`config.mk`:
```
export PLATFORM = sky130hd
export DESIGN_NAME = i2c_arbiter
export DESIGN_NICKNAME = d
export VERILOG_FILES = /design/src/rtl/i2c_arbiter.sv
export SDC_FILE = /design/constraint.sdc
export NUM_CORES = 1
export LEC_CHECK = 0
export ABC_AREA = 0
export CELL_PAD_IN_SITES_DETAIL_PLACEMENT = 2
export CELL_PAD_IN_SITES_GLOBAL_PLACEMENT = 2
export CORE_UTILIZATION = 19
export CTS_BUF_LIST = sky130_fd_sc_hd__clkbuf_4
export CTS_CLUSTER_DIAMETER = 40
export DETAILED_ROUTE_END_ITERATION = 8
export GPL_TIMING_DRIVEN = 0
export MAX_ROUTING_LAYER = met4
export PLACE_DENSITY_LB_ADDON = 0.08
export SLEW_MARGIN = 15
export SYNTH_ARGS = -nofsm -noshare
export SYNTH_HDL_FRONTEND = slang
export SYNTH_SLANG_ARGS = --single-unit
```
`constraint.sdc`:
```
create_clock -name clk -period 3.7 [get_ports clk]
set_input_delay 0.74 -clock clk [delete_from_list [all_inputs] [get_ports clk]]
set_output_delay 0.74 -clock clk [all_outputs]
set_load 0.01 [all_outputs]
```
`src/rtl/i2c_arbiter.sv`:
```
// rtl/i2c_arbiter.sv - two-client round-robin arbiter in front of a single I2C master
//
// Purpose:
//   Shares one byte-level I2C master between two clients. A client raises req
//   and holds it until its done pulse. The arbiter grants one client, launches
//   the master with a single go pulse, tracks the master's idle level through
//   busy and complete, collects NACK/timeout into one error flag and reports it
//   with a one-cycle done/err pulse to the owning client.
//
// Ports:
//   clk, reset               system clock, synchronous active-high reset
//   req*/rw*/nbyte*/dev*/ptr*/wdat*   per-client transaction request and fields
//   gnt*, rdy*, done*, err*  per-client grant, gated ready, completion, error
//   rdat                     master read data, shared by both clients
//   go, rw, N_Byte, dev_add, R_Pointer, dwr   launch pulse and muxed fields to the master
//   ready, done, drd, ack_e  master byte strobe, idle level, read data, NACK flag

module i2c_arbiter #(
  parameter int TIMEOUT = 20000,
  parameter int TW      = 15
) (
  input  logic       clk,
  input  logic       reset,
  input  logic       req0,
  input  logic       req1,
  input  logic       rw0,
  input  logic       rw1,
  input  logic [5:0] nbyte0,
  input  logic [5:0] nbyte1,
  input  logic [6:0] dev0,
  input  logic [6:0] dev1,
  input  logic [7:0] ptr0,
  input  logic [7:0] ptr1,
  input  logic [7:0] wdat0,
  input  logic [7:0] wdat1,
  output logic       gnt0,
  output logic       gnt1,
  output logic       rdy0,
  output logic       rdy1,
  output logic       done0,
  output logic       done1,
  output logic       err0,
  output logic       err1,
  output logic [7:0] rdat,
  output logic       go,
  output logic       rw,
  output logic [5:0] N_Byte,
  output logic [6:0] dev_add,
  output logic [7:0] R_Pointer,
  output logic [7:0] dwr,
  input  logic       ready,
  input  logic       done,
  input  logic [7:0] drd,
  input  logic       ack_e
);

  localparam logic [2:0] IDLE      = 3'd0;
  localparam logic [2:0] LAUNCH    = 3'd1;
  localparam logic [2:0] WAIT_BUSY = 3'd2;
  localparam logic [2:0] WAIT_DONE = 3'd3;
  localparam logic [2:0] RELEASE   = 3'd4;

  localparam logic [TW-1:0] CNT_MAX = TW'(TIMEOUT - 1);

  logic [2:0]    state;
  logic          owner;     // 0 = client 0, 1 = client 1
  logic          last;      // client served by the previous transaction
  logic          err_flag;
  logic          go_q;
  logic [TW-1:0] cnt;

  logic          held;
  logic          pick;
  logic          timeout_hit;
  logic          rel;

  // Grant is held from LAUNCH until RELEASE; RELEASE itself drops it.
  assign held        = (state == LAUNCH) || (state == WAIT_BUSY) || (state == WAIT_DONE);
  assign rel         = (state == RELEASE);
  assign timeout_hit = (cnt == CNT_MAX);

  // Round-robin: on contention the client that was not served last wins.
  always_comb begin
    pick = 1'b0;
    if (req0 && req1) pick = ~last;
    else              pick = req1;
  end

  always_ff @(posedge clk) begin
    if (reset) begin
      state    <= IDLE;
      owner    <= 1'b0;
      last     <= 1'b1;     // makes client 0 the first contention winner
      err_flag <= 1'b0;
      cnt      <= '0;
      go_q     <= 1'b0;
    end else begin
      // go is registered off LAUNCH, so it appears one cycle after the grant.
      go_q <= (state == LAUNCH);
      case (state)
        IDLE: begin
          if (done && (req0 || req1)) begin
            owner <= pick;
            state <= LAUNCH;
          end
        end
        LAUNCH: begin
          err_flag <= 1'b0;
          cnt      <= '0;
          state    <= WAIT_BUSY;
        end
        WAIT_BUSY, WAIT_DONE: begin
          if (!timeout_hit) cnt <= cnt + 1'b1;
          if (timeout_hit) begin
            err_flag <= 1'b1;
            state    <= RELEASE;
          end else begin
            if (ack_e) err_flag <= 1'b1;
            if ((state == WAIT_BUSY) && !done)     state <= WAIT_DONE;
            else if ((state == WAIT_DONE) && done) state <= RELEASE;
          end
        end
        RELEASE: begin
          last  <= owner;
          state <= IDLE;
        end
        default: state <= IDLE;
      endcase
    end
  end

  assign gnt0  = held & ~owner;
  assign gnt1  = held &  owner;
  assign rdy0  = gnt0 & ready;
  assign rdy1  = gnt1 & ready;
  assign done0 = rel & ~owner;
  assign done1 = rel &  owner;
  assign err0  = done0 & err_flag;
  assign err1  = done1 & err_flag;
  assign go    = go_q;
  assign rdat  = drd;

  always_comb begin
    rw        = 1'b0;
    N_Byte    = '0;
    dev_add   = '0;
    R_Pointer = '0;
    dwr       = '0;
    if (held) begin
      if (owner) begin
        rw        = rw1;
        N_Byte    = nbyte1;
        dev_add   = dev1;
        R_Pointer = ptr1;
        dwr       = wdat1;
      end else begin
        rw        = rw0;
        N_Byte    = nbyte0;
        dev_add   = dev0;
        R_Pointer = ptr0;
        dwr       = wdat0;
      end
    end
  end

endmodule

```
==> summary.md, run 1 <==
| Metric | Value |
|---|---|
| DR WL met2 | `3308 microns` |
| Fmax | `0.3165 GHz` |
| FFs w/ async S/R, synth | `0` |
| CP Data Arrival Time | `2420 ps` |
| Detailed Routing Iterations Pass 1 | `4` |
| Gate Count Post-Synth | `208` |
| Global-route wire length before repair | `11340 microns` |
| Post-route setup TNS | `0 ps` |
| Worst hold path type | `reg2reg` |
| Count of cell types in the netlist | `46` |
| CP Max Fanout | `10` |
| Min-delay src | `last` |
| Grt ovf | `0` |
| Slew @ Worst Pin | `695.8 ps` |
| Most frequent cells in the layout | `113 x clkdlybuf4s50_1, 38 x nor2_1, 31 x mux2i_1, 22 x dfxtp_1, 10 x clkbuf_1` |
| Antenna Violating Nets Remaining | `0` |
| Clock root cell | `clkbuf_4` |
| Worst setup EP type | `output pin` |
| Antenna violations before repair | `0` |
| Post-DP HPWL | `6082 microns` |
| Worst-Skew Late Latency | `320 ps` |
| Max_slew headroom | `0.5361` |
| Final critical-path required period | `3159 ps` |
| Nets | `402` |
| Unrepaired setup endpoints after global routing | `false` |
| Hold_buf cts | `0` |
| Mapped Area | `1673 sq um` |
| Most common cell after layout, fill and taps aside | `clkdlybuf4s50_1` |
| I/O Buffers | `113` |
| Maximum VDD drop | `0.08698 mV` |
| # Max-Cap Violations | `0` |
| H-tree depth | `1` |
| Crit share post-route | `0.8538` |
| I/O pin cnt | `122` |
| Clock-pin slew of the registers on the worst-case setup and hold paths | `120 ps` |
| M1 WL | `3128 microns` |
| Layout cells sized above 1 | `0.09259` |
| Die Wd | `95.83 microns` |
| EDFF count, synth | `0` |
| Max-slew violation count | `0` |
| Hold violation total from the final report | `0` |
| GP Congestion | `0.6988` |
| Setup WS pre-CTS | `796.8 ps` |
| Initial Util | `0.1996` |
| CTS tree | `done` |
| CORE AREA | `8382 sq um` |
| Yosys warnings | `0` |
| Clock sinks | `22` |
| DR top layer | `met4` |
| Num rows | `33` |
| Worst Setup Start Kind | `register` |
| Worst Setup Path Type | `reg2out` |
| Drt initial violations | `30` |
| CP required | `2960 ps` |
| Vias in the first global route | `2273` |
| Met3 wire length | `703 microns` |
| Setup Buffers After CTS | `0` |
| Yosys reg bits | `22` |
| Status | `finished, final reports clean` |
| Crit Reg-Reg Startpoint | `cnt[6]` |
| Cell taking the most area after synthesis | `dfxtp_1` |
| Via Count | `2057` |
| Final wirelength | `7182 microns` |
| Synth top area cells | `dfxtp_1 26%, mux2i_1 19%, nor2_1 8.5%` |
| Yosys top cell area share | `0.2633` |
| P&R area growth vs syn | `76.81%` |
| Post-synthesis sequential area ratio | `0.2633` |
| Post-placement cell count | `426` |
| Die H | `95.83 microns` |
| Ys flop type | `dfxtp_1` |
| DIE AREA | `9183 sq um` |
| Slowest cell on crit path | `buf_1` |
| Largest net degree at the start of global routing | `12` |
| Worst-case clock skew | `16.85 ps` |
| Crit. Startpoint | `owner` |
| Gr usage total | `0.1687` |
| Final Hold Slack | `483.6 ps` |
| Layout Cells excl Fill | `429` |
| Finish-stage setup viols | `0` |
| Leakage dissipation | `0.9747 nW` |
| Crit path cell chain | `clkbuf_1, buf_1, mux2i_1, nor2_1, clkdlybuf4s50_1` |
| Syn Area/Cell | `8.043 sq um` |
| Highest cell delay on the worst timing path | `570 ps` |
| Syn_nets | `284` |
| Power per cell area | `223.7 nW/um^2` |
| Setup WS post-layout | `540.9 ps` |
| # resized after CTS | `0` |
| CTS max path bufs | `2` |
| Via density | `4.795` |
| Power, Total | `0.0006616 W` |
| Total CTS buffers | `3` |
| DR WL/cell | `16.74 microns` |
| Ant. Diodes | `0` |
| Drt drc | `0` |
[cells by family (layout without fill, tap and decap cells)]
group,Yosys count,count (layout),share of synthesized area
compound gates,35,35,0.1451
simple gates,95,95,0.3164
fa+ha+maj,1,1,0.007478
buf+inv,24,140,0.08227
mux,31,31,0.1855
flops,22,22,0.2633
[cell type report]
type	instances	area (sq um)
Fill cell	956	5424
Timing Repair Buffer	113	1131
Multi-Input combinational cell	162	1095
Sequential cell	22	440.4
Buffer	23	133.9
Tap cell	105	131.4
Clock buffer	3	22.52
Inverter	1	3.754
[Yosys cell counts (2+ instances only)]
library cell and count:
and2_1 4, nand4_1 5, a21oi_1 8, or2_2 3, mux2i_1 31, or4_1 3
or3_1 9, nor3_2 2, o31ai_1 2, o21ai_1 8, nor2_1 38, dfxtp_1 22
and4_1 3, buf_2 2, nand2_1 6, nand3_1 6, a21oi_2 5, buf_6 2
nand2b_1 4, nor4_1 2, clkbuf_1 10, buf_4 8, o211ai_1 2
[sequential cells by signal (all words and copies together) (netlist names)]
register / count
go: 1
state: 3
cnt: 15
err_flag: 1
owner: 1
last: 1
[layer usage]
layer | track usage | vias up
li1 | - | 976
met5 | - | -
met2 | 0.2744 | 72
met3 | 0.07030 | 2
met4 | 0.03731 | 0
met1 | 0.1937 | 1007
[path summary, 6_finish.rpt]
check              endpoint  cells past startpoint  slack [ps]
setup reg to reg     cnt[2]                      6        1750
setup / recovery  N_Byte[0]                      5         540
hold / removal         last                      1         480
hold reg to reg        last                      1         480
[metrics by stage]
step             util  area [sq um]
2_1_floorplan       -          1673
3_3_place_gp   0.3502          2935
3_5_place_dp   0.3502          2935
4_1_cts        0.3529          2958
5_1_grt        0.3529          2958
6_report       0.3529          2958
[report_power, final]
| group | internal [W] | leakage, nW | switching, W |
|---|---|---|---|
| combinational | 0.000173 | 0.783 | 0.000122 |
| clock | 0.0000381 | 0.0138 | 0.0000793 |
| sequential | 0.000243 | 0.178 | 0.00000690 |
[critical path: cells and delay by family, from the launching register on]
family	cells	cell delay [ps]
AND/OR/NAND/NOR	1	140
buffers and inverters	3	1460
multiplexers	1	180
flip-flops	1	330
Note: power is estimated with default switching activity, not from simulation.
==> run 2, diff against run 1 <==
--- a/config.mk
+++ b/config.mk
@@ -8,6 +8,7 @@
 export ABC_AREA = 0
 export CELL_PAD_IN_SITES_DETAIL_PLACEMENT = 2
 export CELL_PAD_IN_SITES_GLOBAL_PLACEMENT = 2
+export CORE_ASPECT_RATIO = 0.8
 export CORE_UTILIZATION = 19
 export CTS_BUF_LIST = sky130_fd_sc_hd__clkbuf_4
 export CTS_CLUSTER_DIAMETER = 40
@@ -15,7 +16,6 @@
 export GPL_TIMING_DRIVEN = 0
 export MAX_ROUTING_LAYER = met4
 export PLACE_DENSITY_LB_ADDON = 0.08
-export SLEW_MARGIN = 15
 export SYNTH_ARGS = -nofsm -noshare
 export SYNTH_HDL_FRONTEND = slang
 export SYNTH_SLANG_ARGS = --single-unit
==> run 2 against run 1 <==
Against the previous run:
- clock skew is 0.80 ps higher
- register-to-register slack better by 20 ps
- worst setup slack worse by 48 ps
- clock power is 66% higher
- total power is 11% higher
- maximum frequency is 1.5% lower
- sequential share of layout area is 0.19 points lower
- design area is 1.3% higher
- die area hardly changed
- hold slack better by 15 ps
- global-route usage is 1.5 points lower
- sequential power hardly changed
- highest routed layer unchanged
==> summary.md, run 2 (synthesized netlist as in run 1, its figures left out) <==
| Metric | Value |
|---|---|
| Multi-input gate area | `1095 sq um` |
| Largest registers | `cnt: 15 flops, state: 3 flops` |
| Global-route wire length before repair | `10830 microns` |
| Die Wd | `106.9 microns` |
| Setup WS pre-CTS | `792.4 ps` |
| Layout cells sized above 1 | `0.09538` |
| P&R area growth vs syn | `79.13%` |
| Drt drc | `0` |
| Total CTS buffers | `3` |
| H-tree depth | `1` |
| Fill cells | `969` |
| Hold_buf cts | `0` |
| Largest net degree at the start of global routing | `14` |
| Flop-to-flop setup slack | `1770 ps` |
| Max-slew violation count | `0` |
| # Max-Cap Violations | `0` |
| Clock root cell | `clkbuf_4` |
| Register area | `440.4 sq um` |
| Gr usage total | `0.1534` |
| Via Count | `1996` |
| Slew @ Worst Pin | `750.6 ps` |
| Worst setup EP type | `output pin` |
| Grt ovf | `0` |
| Post-DP HPWL | `5679 microns` |
| CP Data Arrival Time | `2470 ps` |
| Setup Buffers After CTS | `0` |
| Worst-case clock skew | `17.65 ps` |
| Clock sinks | `22` |
| Final wirelength | `7016 microns` |
| Hold violation total from the final report | `0` |
| DIE AREA | `9186 sq um` |
| Biggest register | `cnt` |
| Finish-stage setup viols | `0` |
| Detailed Routing Iterations Pass 1 | `3` |
| Levels on crit path | `5` |
| DR top layer | `met4` |
| M1 WL | `3470 microns` |
| Die H | `85.93 microns` |
| Met3 wire length | `531 microns` |
| Maximum VDD drop | `0.1381 mV` |
| Initial Util | `0.1963` |
| Power per cell area | `245.7 nW/um^2` |
| Worst R2R Path Depth | `5` |
| Ant. Diodes | `0` |
| Leakage dissipation | `0.9889 nW` |
| Post-route setup TNS | `0 ps` |
| Setup WS post-layout | `493.0 ps` |
| Worst setup endpoint | `N_Byte[2]` |
| Via density | `4.568` |
| Status | `finished, final reports clean` |
| Crit Reg-Reg Startpoint | `cnt[9]` |
| DR WL/cell | `16.05 microns` |
| I/O Buffers | `113` |
| Antenna violations before repair | `0` |
| Crit. Startpoint | `owner` |
| CORE AREA | `8521 sq um` |
| Worst Setup Path Type | `reg2out` |
| Buf/Inv on CP | `3` |
| Worst hold path type | `reg2reg` |
| Final core occ | `0.3517` |
| Nets | `402` |
| GP Congestion | `0.6798` |
| Slowest cell on crit path | `buf_1` |
| Top Family by Delay on Critical Path | `buffers and inverters` |
| Vias in the first global route | `2015` |
| Highest cell delay on the worst timing path | `620 ps` |
| Unrepaired setup endpoints after global routing | `false` |
| Most frequent cells in the layout | `113 x clkdlybuf4s50_1, 38 x nor2_1, 31 x mux2i_1, 22 x dfxtp_1, 10 x clkbuf_1` |
| CP Max Fanout | `10` |
| Crit path cell chain | `clkbuf_1, buf_1, mux2i_1, nor2_1, clkdlybuf4s50_1` |
| CTS max path bufs | `2` |
| Max reg flops | `15` |
| I/O pin cnt | `122` |
| Worst-Skew Late Latency | `320 ps` |
| CTS tree | `done` |
| Fmax | `0.3118 GHz` |
| Clock-pin slew of the registers on the worst-case setup and hold paths | `130 ps` |
| Max_slew headroom | `0.4996` |
| R2r endpoint | `cnt[6]` |
| # resized after CTS | `0` |
| Num rows | `30` |
| Worst Setup Start Kind | `register` |
| Antenna Violating Nets Remaining | `0` |
| DR WL met2 | `2955 microns` |
| Crit share post-route | `0.8668` |
| Final critical-path required period | `3207 ps` |
| CP required | `2960 ps` |
| Most common cell after layout, fill and taps aside | `clkdlybuf4s50_1` |
| Drt initial violations | `57` |
-- run 2: cell types whose count changed in the layout (fill, tap and decap cells not counted) --
cell | previous run | this run
bufinv_16 | 0 | 1
-- run 2: power breakdown --
part,internal [W],switching [W],total (W)
registers,0.000243,0.00000724,0.000250
clock network,0.000110,0.0000848,0.000194
logic,0.000173,0.000119,0.000292
-- run 2: final cells by class --
| cell class | count | area share |
|---|---|---|
| plain buffers | 23 | 0.04468 |
| clock buffers | 3 | 0.007516 |
| clock inverters | 1 | 0.01002 |
| inverters | 1 | 0.001253 |
| multi-input cells | 162 | 0.3653 |
| flip-flops and latches | 22 | 0.1470 |
| well taps | 112 | 0.04676 |
| repair buffers | 113 | 0.3775 |
-- run 2: routing by layer --
layer  vias to the layer above  track usage
met3                         4      0.03267
met2                        80       0.2328
li1                        976            -
met5                         -            -
met4                         0      0.02740
met1                       936       0.2099
-- run 2: worst min path at each step --
stage | end | from | depth (start not counted)
2_1_floorplan | last | last | 1
3_3_place_gp | last | last | 1
3_5_place_dp | last | last | 1
4_1_cts | last | last | 1
5_1_grt | last | last | 1
6_report | last | last | 1
-- run 2: per-stage QoR --
| stage | cells | power, W | hold WS (ps) | cell area, sq um |
|---|---|---|---|---|
| after floorplan | 208 | 0.0003674 | 431.0 | 1673 |
| after global placement | 433 | 0.0005461 | 449.7 | 2944 |
| after detailed placement | 433 | 0.0005516 | 485.2 | 2944 |
| after CTS | 437 | 0.0007505 | 516.9 | 2997 |
| after global routing | 437 | 0.0007797 | 544.2 | 2997 |
| final | 437 | 0.0007361 | 498.3 | 2997 |
==> run 3, diff against run 2 <==
--- a/config.mk
+++ b/config.mk
@@ -10,8 +10,7 @@
 export CELL_PAD_IN_SITES_GLOBAL_PLACEMENT = 2
 export CORE_ASPECT_RATIO = 0.8
 export CORE_UTILIZATION = 19
-export CTS_BUF_LIST = sky130_fd_sc_hd__clkbuf_4
-export CTS_CLUSTER_DIAMETER = 40
+export CTS_BUF_LIST = sky130_fd_sc_hd__clkbuf_8
 export DETAILED_ROUTE_END_ITERATION = 8
 export GPL_TIMING_DRIVEN = 0
 export MAX_ROUTING_LAYER = met4
==> run 3 against run 2 <==
Against the previous run:
- worst setup slack gained 57 ps
- non-clock buffer count is the same
- first-iteration DRC count shrank 11%
- global-route usage grew 0.23 points
- clock skew shrank 4.8 ps
- critical path type unchanged
- largest cell class unchanged
- largest power group unchanged
==> summary.md, run 3 (synthesized netlist as in run 1, its figures left out) <==
| Metric | Value |
|---|---|
| I/O pin cnt | `122` |
| Unrepaired setup endpoints after global routing | `false` |
| Highest cell delay on the worst timing path | `620 ps` |
| Via Count | `2010` |
| Clock sinks | `22` |
| Worst-case clock skew | `12.83 ps` |
| Status | `finished, final reports clean` |
| Crit path cell chain | `clkbuf_1, buf_1, mux2i_1, nor2_1, clkdlybuf4s50_1` |
| Post-DP HPWL | `5679 microns` |
| Most common cell after layout, fill and taps aside | `clkdlybuf4s50_1` |
| Via density | `4.600` |
| Setup Buffers After CTS | `0` |
| DR WL/cell | `16.17 microns` |
| Clock share of power | `0.302` |
| NetSw | `0.0002160 W` |
| Slowest cell on crit path | `buf_1` |
| Leakage dissipation | `0.9966 nW` |
| Power per cell area | `257.5 nW/um^2` |
| Global-route wire length before repair | `10930 microns` |
| Nets | `402` |
| Ant. Diodes | `0` |
| Sw Share | `0.2782` |
| Layout cells sized above 1 | `0.09538` |
| Min-delay src | `last` |
| Post-placement cell count | `433` |
| Final Hold Slack | `489.3 ps` |
| GP Congestion | `0.6798` |
| Post-route setup TNS | `0 ps` |
| CP Max Fanout | `10` |
| Hold worst-path end | `last` |
| Top Family by Delay on Critical Path | `buffers and inverters` |
| Hold violation total from the final report | `0` |
| Max reg flops | `15` |
| Antenna violations before repair | `0` |
| CP Data Arrival Time | `2410 ps` |
| Finish-stage setup viols | `0` |
| Fmax | `0.3174 GHz` |
| Drt initial violations | `51` |
| # resized after CTS | `0` |
| Die Wd | `106.9 microns` |
| Logic gate share of total power | `0.377` |
| CP required | `2960 ps` |
| Hold_buf cts | `0` |
| Antenna Violating Nets Remaining | `0` |
| Flop-to-flop setup slack | `1770 ps` |
| Die H | `85.93 microns` |
| Reg power frac | `0.321` |
| Worst-Skew Late Latency | `280 ps` |
| CTS max path bufs | `2` |
| Worst Setup Start Kind | `register` |
| Worst hold path type | `reg2reg` |
| Max-slew violation count | `0` |
| Final critical-path required period | `3150 ps` |
| Most frequent cells in the layout | `113 x clkdlybuf4s50_1, 38 x nor2_1, 31 x mux2i_1, 22 x dfxtp_1, 10 x clkbuf_1` |
| Maximum VDD drop | `0.1296 mV` |
| Detailed Routing Iterations Pass 1 | `4` |
| Total CTS buffers | `3` |
| Register area | `440.4 sq um` |
| Largest registers | `cnt: 15 flops, state: 3 flops` |
| Initial Util | `0.1963` |
| Slew @ Worst Pin | `754.6 ps` |
| CTS tree | `done` |
| Clock-pin slew of the registers on the worst-case setup and hold paths | `80 ps` |
| DIE AREA | `9186 sq um` |
| Crit Reg-Reg Startpoint | `cnt[9]` |
| Drt drc | `0` |
| Multi-input gate area | `1095 sq um` |
| Num rows | `30` |
| R2r endpoint | `cnt[6]` |
| H-tree depth | `1` |
| Vias in the first global route | `2041` |
| Max_slew headroom | `0.4969` |
| Worst setup EP type | `output pin` |
| CORE AREA | `8521 sq um` |
| Int Pwr | `0.0005604 W` |
| Gr usage total | `0.1557` |
| I/O Buffers | `113` |
| Hold-critical path depth | `1` |
| Crit share post-route | `0.8514` |
| Fill cells | `969` |
| Largest net degree at the start of global routing | `14` |
| Layout Cells excl Fill | `437` |
| Worst Setup Path Type | `reg2out` |
| Clock root cell | `clkbuf_8` |
| Worst R2R Path Depth | `5` |
| Biggest register | `cnt` |
| P&R area growth vs syn | `80.25%` |
| Final wirelength | `7066 microns` |
| # Max-Cap Violations | `0` |
| Grt ovf | `0` |
| Buf/Inv on CP | `3` |
run 3: cell counts in the layout (fill, tap and decap cells not counted):
Identical to the previous run, type by type.
run 3: metrics by stage:
step | cell area [sq um] | power [W] | utilization | setup WS, ps
after floorplan | 1673 | 0.0003674 | - | 1671
after global placement | 2944 | 0.0005461 | 0.3455 | 884.8
after detailed placement | 2944 | 0.0005516 | 0.3455 | 792.4
after CTS | 3015 | 0.0007892 | 0.3539 | 468.9
after global routing | 3015 | 0.0008194 | 0.3539 | 326.1
final | 3015 | 0.0007764 | 0.3539 | 549.7
run 3: cell type report:
class                           instances  share of cell area
Buffer                                 23             0.04440
Timing Repair Buffer                  113              0.3751
Tap cell                              112             0.04647
Clock inverter                          1            0.009959
Inverter                                1            0.001245
Sequential cell                        22              0.1461
Clock buffer                            3             0.01369
Multi-Input combinational cell        162              0.3631
run 3: worst register-to-register path, stage by stage, from the launching register on:
cell      delay (ps)
dfxtp_1          430
or4b_4           520
o311ai_2         380
buf_2            280
or3_1            130
a21oi_1           60
run 3: layer usage:
layer | track usage | up-vias | routed length (microns)
met4 | 0.03487 | 0 | 78
met2 | 0.2375 | 90 | 2966
li1 | - | 976 | -
met3 | 0.03495 | 7 | 612
met5 | - | - | 0
met1 | 0.2085 | 937 | 3409
run 3: power groups by stage:
stage          sequential, W  clock (W)  combinational (W)
2_1_floorplan       0.000253          0           0.000115
3_3_place_gp        0.000254          0           0.000292
3_5_place_dp        0.000255          0           0.000296
4_1_cts             0.000250   0.000241           0.000298
5_1_grt             0.000251   0.000252           0.000317
6_report            0.000249   0.000234           0.000293
run 3: worst max-delay path by stage:
stage / from / slack [ps] / depth (start not counted) / end
6_report: owner / 550 / 5 / N_Byte[2]
4_1_cts: owner / 470 / 5 / N_Byte[2]
2_1_floorplan: owner / 1670 / 4 / N_Byte[5]
3_3_place_gp: owner / 880 / 5 / R_Pointer[7]
3_5_place_dp: owner / 790 / 5 / N_Byte[2]
5_1_grt: owner / 330 / 5 / N_Byte[2]
